[config.mk]
export PLATFORM = sky130hd
export DESIGN_NAME = glitch_detector
export DESIGN_NICKNAME = d
export VERILOG_FILES = /design/src/rtl/glitch_detector_pkg.sv /design/src/rtl/glitch_detector_sync.sv /design/src/rtl/glitch_detector.sv
export SDC_FILE = /design/constraint.sdc
export NUM_CORES = 1
export LEC_CHECK = 0
export BUFFER_PORTS_ARGS = -buffer_cell sky130_fd_sc_hd__buf_4
export CAP_MARGIN = 10
export CORE_ASPECT_RATIO = 1.2
export CORE_MARGIN = 2
export CORE_UTILIZATION = 35
export CTS_CLUSTER_SIZE = 24
export DETAILED_ROUTE_END_ITERATION = 7
export PLACE_DENSITY_LB_ADDON = 0.15
export REMOVE_ABC_BUFFERS = 1
export SETUP_SLACK_MARGIN = 0.4
export SYNTH_ARGS = -nofsm -noshare
export SYNTH_HDL_FRONTEND = slang
export SYNTH_SLANG_ARGS = --single-unit
export TNS_END_PERCENT = 50
[constraint.sdc]
create_clock -name clk -period 2.9 [get_ports clk]
set_input_delay 0.58 -clock clk [delete_from_list [all_inputs] [get_ports clk]]
set_output_delay 0.58 -clock clk [all_outputs]
set_load 0.05 [all_outputs]
[src/rtl/glitch_detector_pkg.sv]
// Shared encodings for the target-clock glitch detector.
package glitch_detector_pkg;

    typedef enum logic [1:0] {
        GL_NONE    = 2'b00,
        GL_SHORT   = 2'b01,
        GL_STRETCH = 2'b10
    } gl_kind_e;

    typedef enum logic [1:0] {
        GD_IDLE    = 2'b00,
        GD_PH_HIGH = 2'b01,
        GD_PH_LOW  = 2'b10
    } gd_state_e;

endpackage

[src/rtl/glitch_detector_sync.sv]
// Two-flop synchronizer for clk_in plus one delay flop for edge detection.
module glitch_detector_sync (
    input  logic clk,
    input  logic rst,
    input  logic d,
    output logic lvl,
    output logic edge_det
);

    logic s1_q, s2_q, s3_q;
    logic s1_d, s2_d, s3_d;

    always_comb begin
        s1_d = d;
        s2_d = s1_q;
        s3_d = s2_q;
    end

    always_ff @(posedge clk or posedge rst) begin
        if (rst) begin
            s1_q <= 1'b0;
            s2_q <= 1'b0;
            s3_q <= 1'b0;
        end else begin
            s1_q <= s1_d;
            s2_q <= s2_d;
            s3_q <= s3_d;
        end
    end

    assign lvl      = s2_q;
    assign edge_det = s2_q ^ s3_q;

endmodule

[src/rtl/glitch_detector.sv]
// Measures clk_in phase widths and flags too-short or stretched phases.
module glitch_detector
    import glitch_detector_pkg::*;
#(
    parameter int CNT_W  = 8,
    parameter int GCNT_W = 16
) (
    input  logic              clk,
    input  logic              rst,
    input  logic              en,
    input  logic              clr,
    input  logic              clk_in,
    input  logic [CNT_W-1:0]  min_w,
    input  logic [CNT_W-1:0]  max_w,
    output logic              glitch_stb,
    output logic [1:0]        glitch_kind,
    output logic              glitch_level,
    output logic [CNT_W-1:0]  last_width,
    output logic [GCNT_W-1:0] glitch_count,
    output logic              armed
);

    localparam logic [CNT_W-1:0]  CNT_MAX  = '1;
    localparam logic [GCNT_W-1:0] GCNT_MAX = '1;

    logic lvl, edge_det;

    glitch_detector_sync u_sync (
        .clk      (clk),
        .rst      (rst),
        .d        (clk_in),
        .lvl      (lvl),
        .edge_det (edge_det)
    );

    gd_state_e         state_q, state_d;
    gl_kind_e          kind_q, kind_d;
    logic [CNT_W-1:0]  cnt_q, cnt_d;
    logic [CNT_W-1:0]  width_q, width_d;
    logic [GCNT_W-1:0] count_q, count_d;
    logic              stretch_q, stretch_d;
    logic              stb_q, stb_d;
    logic              level_q, level_d;
    logic              armed_q, armed_d;

    logic              in_ph, ev_short, ev_stretch, ev;
    logic [CNT_W:0]    cnt_inc;

    always_comb begin
        state_d   = state_q;
        kind_d    = kind_q;
        width_d   = width_q;
        count_d   = count_q;
        stretch_d = stretch_q;
        level_d   = level_q;

        cnt_inc = {1'b0, cnt_q} + {{CNT_W{1'b0}}, 1'b1};
        in_ph   = (state_q != GD_IDLE) && en;

        // cnt holds the finished phase width during the edge cycle
        if (edge_det)
            cnt_d = CNT_W'(1);
        else if (cnt_q == CNT_MAX)
            cnt_d = cnt_q;
        else
            cnt_d = cnt_inc[CNT_W-1:0];

        ev_short   = in_ph && edge_det && (cnt_q < min_w);
        ev_stretch = in_ph && !edge_det && !stretch_q
                     && (max_w > CNT_W'(1))
                     && (cnt_inc == {1'b0, max_w});
        ev         = ev_short || ev_stretch;
        stb_d      = ev;

        unique case (state_q)
            GD_IDLE: begin
                if (en && edge_det)
                    state_d = lvl ? GD_PH_HIGH : GD_PH_LOW;
            end
            GD_PH_HIGH, GD_PH_LOW: begin
                if (!en)
                    state_d = GD_IDLE;
                else if (edge_det)
                    state_d = lvl ? GD_PH_HIGH : GD_PH_LOW;
            end
            default: state_d = GD_IDLE;
        endcase

        if (in_ph && edge_det)
            width_d = cnt_q;

        if (edge_det || !in_ph)
            stretch_d = 1'b0;
        else if (ev_stretch)
            stretch_d = 1'b1;

        if (ev_short) begin
            kind_d  = GL_SHORT;
            level_d = ~lvl;
        end else if (ev_stretch) begin
            kind_d  = GL_STRETCH;
            level_d = lvl;
        end

        if (clr)
            count_d = '0;
        else if (ev && count_q != GCNT_MAX)
            count_d = count_q + GCNT_W'(1);

        armed_d = (state_d != GD_IDLE);
    end

    always_ff @(posedge clk or posedge rst) begin
        if (rst) begin
            state_q   <= GD_IDLE;
            kind_q    <= GL_NONE;
            cnt_q     <= '0;
            width_q   <= '0;
            count_q   <= '0;
            stretch_q <= 1'b0;
            stb_q     <= 1'b0;
            level_q   <= 1'b0;
            armed_q   <= 1'b0;
        end else begin
            state_q   <= state_d;
            kind_q    <= kind_d;
            cnt_q     <= cnt_d;
            width_q   <= width_d;
            count_q   <= count_d;
            stretch_q <= stretch_d;
            stb_q     <= stb_d;
            level_q   <= level_d;
            armed_q   <= armed_d;
        end
    end

    assign glitch_stb   = stb_q;
    assign glitch_kind  = kind_q;
    assign glitch_level = level_q;
    assign last_width   = width_q;
    assign glitch_count = count_q;
    assign armed        = armed_q;

endmodule
## Yosys cells after proc, flatten, opt, wreduce, memory -nomap -nowiden

Cells that the tools add are included.

- Flip-flop bits (word level): 43
- Output and inout port bits: 29
- Word-level logic and storage cells: 60
- Input port bits: 21

- Reductions and logical operators: 21
- Mux-type cells: 15
- Add/sub/neg operators: 2
- Order comparisons: 2
- Eq/ne operators: 6
- Bitwise operators: 2

Operator list:

| kind | count |
|---|---|
| $mux W16 | 2 |
| $add A16 B1 Y16 const B | 1 |
| $mux W8 | 2 |
| $ne A16 B16 Y1 const B | 1 |
| $mux W2 | 6 |
| $reduce_bool A2 Y1 | 5 |
| $add A8 B1 Y9 const B | 1 |
| $eq A9 B8 Y1 | 1 |
| $logic_and A1 B1 Y1 | 9 |
| $eq A8 B8 Y1 const B | 1 |
| $gt A8 B1 Y1 const B | 1 |
| $lt A8 B8 Y1 | 1 |
| $mux W1 | 4 |
| $pmux W2 S2 | 1 |
| $logic_not A1 Y1 | 3 |
| $eq A2 B1 Y1 const B | 1 |
| $eq A2 B2 Y1 const B | 1 |
| $logic_not A2 Y1 | 1 |
| $logic_or A1 B1 Y1 | 2 |
| $ne A2 B2 Y1 const B | 1 |
| $reduce_or A2 Y1 | 1 |
| $not A1 Y1 | 1 |
| $xor A1 B1 Y1 | 1 |

## Logic depth before layout (Yosys ltp)

- Depth after elaboration: 10
- Gate-level depth with buffers: 11
- Gate-level depth less buffers: 9

## Hierarchy

Synthesis repeated with hierarchy kept, for this count alone.

- Cell total of the unflattened synthesis: 280
- Area total of the unflattened synthesis: 2642.5 µm²

By module, submodules not included:

| module | area an instance (µm²) | seq. area each (µm²) | cells each | instances |
|---|---|---|---|---|
| glitch_detector | 2555.0 | 1001.0 | 275 | 1 |
| glitch_detector_sync | 87.6 | 75.1 | 5 | 1 |

## Worst setup path before layout

No wires, ideal clock.

- Kind: reg-to-reg
- Start: reg count_q[6] (netlist: glitch_count[6])
- End: reg count_q[13] (netlist: glitch_count[13])
- Arrival: 2.349 ns
- Buffers on the path: 1
- Setup time: 0.128 ns
- Data required time: 2.772 ns
- Clock period less this slack: 2.477 ns
- Path slack: 0.423 ns
- Cell stages (with the launch flop): 8
- Path through: dfrtp_1 nand4_1 nor3_1 nor2b_1 clkbuf_1 or2_2 nor3b_2 mux2_1

- Word-level cells in the longest chain between the ends: 3
- Elaborated cells on any way between the ends: 6
- Classes of those cells: add/sub (1); eq/ne (1); mux (2); reduce/logical (2)

RTL lines:

| item | line | text |
|---|---|---|
| start: declaration | glitch_detector.sv:40 | `logic [GCNT_W-1:0] count_q, count_d;` |
| start signal: assignment | glitch_detector.sv:129 | `count_q <= count_d;` |
| $add A16 B1 Y16 or $ne A16 B16 Y1 (tied branches) | glitch_detector.sv:108, glitch_detector.sv:107 |  |
| $mux W16 or $logic_and A1 B1 Y1 (tied branches) | glitch_detector.sv:107 | `else if (ev && count_q != GCNT_MAX)` |
| $mux W16 or $reduce_bool A2 Y1 (tied branches) | -- |  |

Several ways; a longest one is shown, not always the timed one. The select of a mux whose other input is x is not followed.
A chain may end at the register's enable or synchronous reset.

## Final worst setup path

- Start: reg cnt_q[0]
- End: reg count_q[9] (netlist: glitch_count[9])

- Word-level cells in the longest chain between the ends: 6
- Elaborated cells on any way between the ends: 8
- Classes of those cells: add/sub (1); order compare (1); eq/ne (1); reduce/logical (5)

RTL lines:

| item | line | text |
|---|---|---|
| start: declaration | glitch_detector.sv:38 | `logic [CNT_W-1:0] cnt_q, cnt_d;` |
| start signal: assignment | glitch_detector.sv:127 | `cnt_q <= cnt_d;` |
| $add A8 B1 Y9 | glitch_detector.sv:57 | `cnt_inc = {1'b0, cnt_q} + {{CNT_W{1'b0}}, 1'b1};` |
| $eq A9 B8 Y1 | glitch_detector.sv:71 | `&& (cnt_inc == {1'b0, max_w});` |
| $logic_and A1 B1 Y1 | glitch_detector.sv:71 |  |
| $logic_or A1 B1 Y1 (*) | glitch_detector.sv:72 | `ev = ev_short \|\| ev_stretch;` |
| $logic_and A1 B1 Y1 (*) | glitch_detector.sv:107 |  |
| $reduce_bool A2 Y1 (no source line) (*) | -- |  |

Every way passes the cells marked *; elsewhere a longest branch is shown, timed or not.

==> flow_metrics.tcl <==
set metrics [dict create \
    yosys_most_used_dff "dfrtp_1" \
    start_util_pct 35.90 \
    postSynthAreaPerCell_sq_um 9.890 \
    yosys.area.top_type_share_pct 41.69 \
    peakVddDrop_mv 0.2139 \
    final_area_sq_um 3322 \
    grt_max_degree 44 \
    whs_ps 351.9 \
    via_per_inst 5.223 \
    hold_viol 0 \
    via_count 2178 \
    setup_tns_ps 0 \
    clk_pin_slew_ps 90 \
    rrSetupSlack_ps 500 \
    antenna_found_initial 0 \
    finalSetupViolCount 0 \
    final_cell_mix "buf_4, dfrtp_1, nor2_1" \
    p_per_area_nw_per_um2 530.4 \
    synth_cell_types 52 \
    die_x_um 82.40 \
    worstSkewPairLatency_ps 300 \
    grt.total_usage_pct 16.79 \
    rr_endpoint "glitch_count[9]" \
    syn_area_sq_um 2581 \
    critPathKind "reg -> reg" \
    min_to "u_sync.lvl" \
    wl_per_cell_um 15.23 \
    globalplace.congestion 0.9373 \
    cts_max_level 2 \
    post_dp_cell_area_sq_um 3103 \
    outcome "completed" \
    fmax_mhz 417.3 \
    grt_remaining_overflow 0 \
    numCtsBuffers 5 \
    leakage_uw 0.001533 \
    grt_first_pass_wirelength_um 10430 \
    synth_top_cells_by_area "dfrtp_1, ha_1, a21oi_1" \
    diodes 0 \
    skew_ps 11.52 \
    synth_edf_count 0 \
    min_path_cells 0 \
    fp-row-count 34 \
    synth_warnings 0 \
    yosysSeqAreaShare_pct 41.69 \
    grt_setup_unrepaired "yes" \
    hpwl_um 4353 \
    r2r_cells 9 \
    start_kind "register" \
    drt-pass1-iter-count 4 \
    synth_async_sr_flop_share_pct 100.0 \
    cts_tree "done" \
    slew_violations 0 \
    die_y_um 98.08 \
    grt_pass1_vias 2131 \
    fin_nets 358 \
    remaining_drc_errors 0 \
    cts-root-buf "clkbuf_8" \
    r2r-start "cnt_q[0]" \
    drive_above_1_share_pct 34.86 \
    dieArea_sq_um 8081 \
    ios 50 \
    end_kind "register" \
    drv_cap 0 \
    worstMarginPinSlew_ps 569.6 \
    syn_inst 261 \
    area_growth_pct 28.70 \
    drt-total-wl_um 6352 \
    cts_num_sinks 43 \
    worstPathArrival_ps 2630 \
    min_path_type "reg -> reg" \
    port_buffers 49 \
    critPathRequiredTime_ps 3140 \
    core_area_sq_um 7189 \
    min_period_ps 2396 \
    cts_max_path_buffers 2 \
    final_common_cell "buf_4" \
    yosysTopAreaCell "dfrtp_1" \
    max_slew_margin_pct 62.03 \
    min-delay-start "u_sync.s1_q" \
    ant_nets 0 \
    drt_iter0_drc 116 \
    ys_seq_elements 43 \
    min_period_over_period_pct 82.63 \
    crit_fanout 6 \
    cts_hold_buf 0 \
]
-- sequential cells by signal, summed over array words and instances (netlist names) --
register,flops
u_sync.s3_q,1
armed,1
glitch_count,16
u_sync.lvl,1
cnt_q,8
u_sync.s1_q,1
stretch_q,1
state_q,2
glitch_stb,1
glitch_level,1
glitch_kind,2
last_width,8
-- final cells by class --
type | count | area (sq um)
multi-input cells | 191 | 1453
repair buffers | 68 | 514.2
clock buffers | 8 | 100.1
inverters | 17 | 63.81
fillers | 716 | 3867
well taps | 90 | 112.6
flip-flops and latches | 43 | 1079
-- worst max-delay path by stage --
stage,start,to,slack [ps],depth (start not counted)
2_1_floorplan,glitch_count[6],glitch_count[13],350,6
3_3_place_gp,min_w[4],glitch_count[0],90,11
3_5_place_dp,min_w[4],glitch_count[0],30,11
4_1_cts,cnt_q[4],glitch_count[3],410,8
5_1_grt,state_q[0],glitch_count[9],360,10
6_report,cnt_q[0],glitch_count[9],500,9
-- power breakdown --
group	switching [uW]	total [uW]	internal, uW
clock network	211	429	218
registers	45.8	711	665
logic	380	623	243
-- synth_stat cells, types with 4 or more instances --
cell,instances
mux2_2,8
xor2_1,4
ha_1,11
a21oi_1,18
or4_1,6
nand2_1,17
nand3_1,12
clkbuf_1,4
a21o_1,4
o21ai_0,7
nor2b_1,8
nor3_1,5
xnor2_1,9
o31ai_1,7
inv_1,16
mux2_1,6
and3_1,4
dfrtp_1,43
nor2_1,18
-- timing repair --
| item | CTS | global route |
|---|---|---|
| setup endpoints to repair | 16 | 16 |
| pin swaps | 2 | 10 |
| gates resized for setup | 3 | 16 |
| setup buffers | 2 | 1 |
| cloned | 1 | 1 |
-- per-layer routing --
metal	up-vias	GRT usage, %	share of wire [%]
met1	1042	22.61	44
met5	-	0	0
met3	11	2.957	4.9
li1	1062	-	-
met2	63	26.74	49
met4	0	6.026	1.5
-- critical path, cell delays in order, from the launching register on --
cell       delay (ps)
dfrtp_1           420
ha_4              260
xor2_1            160
nor3_2            130
o2111ai_2         160
nor4_4            240
buf_6             180
a21oi_4           100
or4_4             540
a21oi_2           130
-- through the flow --
step / total power [uW] / setup slack (ps) / cells / util (%)
6_report: 1762 / 503.8 / 417 / 46.21
5_1_grt: 1873 / 364.4 / 417 / 46.21
4_1_cts: 1743 / 409.3 / 415 / 45.07
3_5_place_dp: 1293 / 29.01 / 404 / 43.16
3_3_place_gp: 1290 / 92.74 / 404 / 43.16
2_1_floorplan: 1099 / 353.6 / 249 / -
-- cell families (layout without fill, tap and decap cells) --
group                    Yosys count  in the layout  synth area share (%)
AND/OR/NAND/NOR                   93             93                 21.23
AO/OA/AOI/OAI                     54             56                 13.48
flip-flops                        43             43                 41.69
buffers and inverters             29             93                 5.525
multiplexers                      17             17                 7.271
XOR/XNOR                          14             14                 5.478
adder cells (fa/ha/maj)           11             11                 5.332
Power figures use the tool's default switching activity.
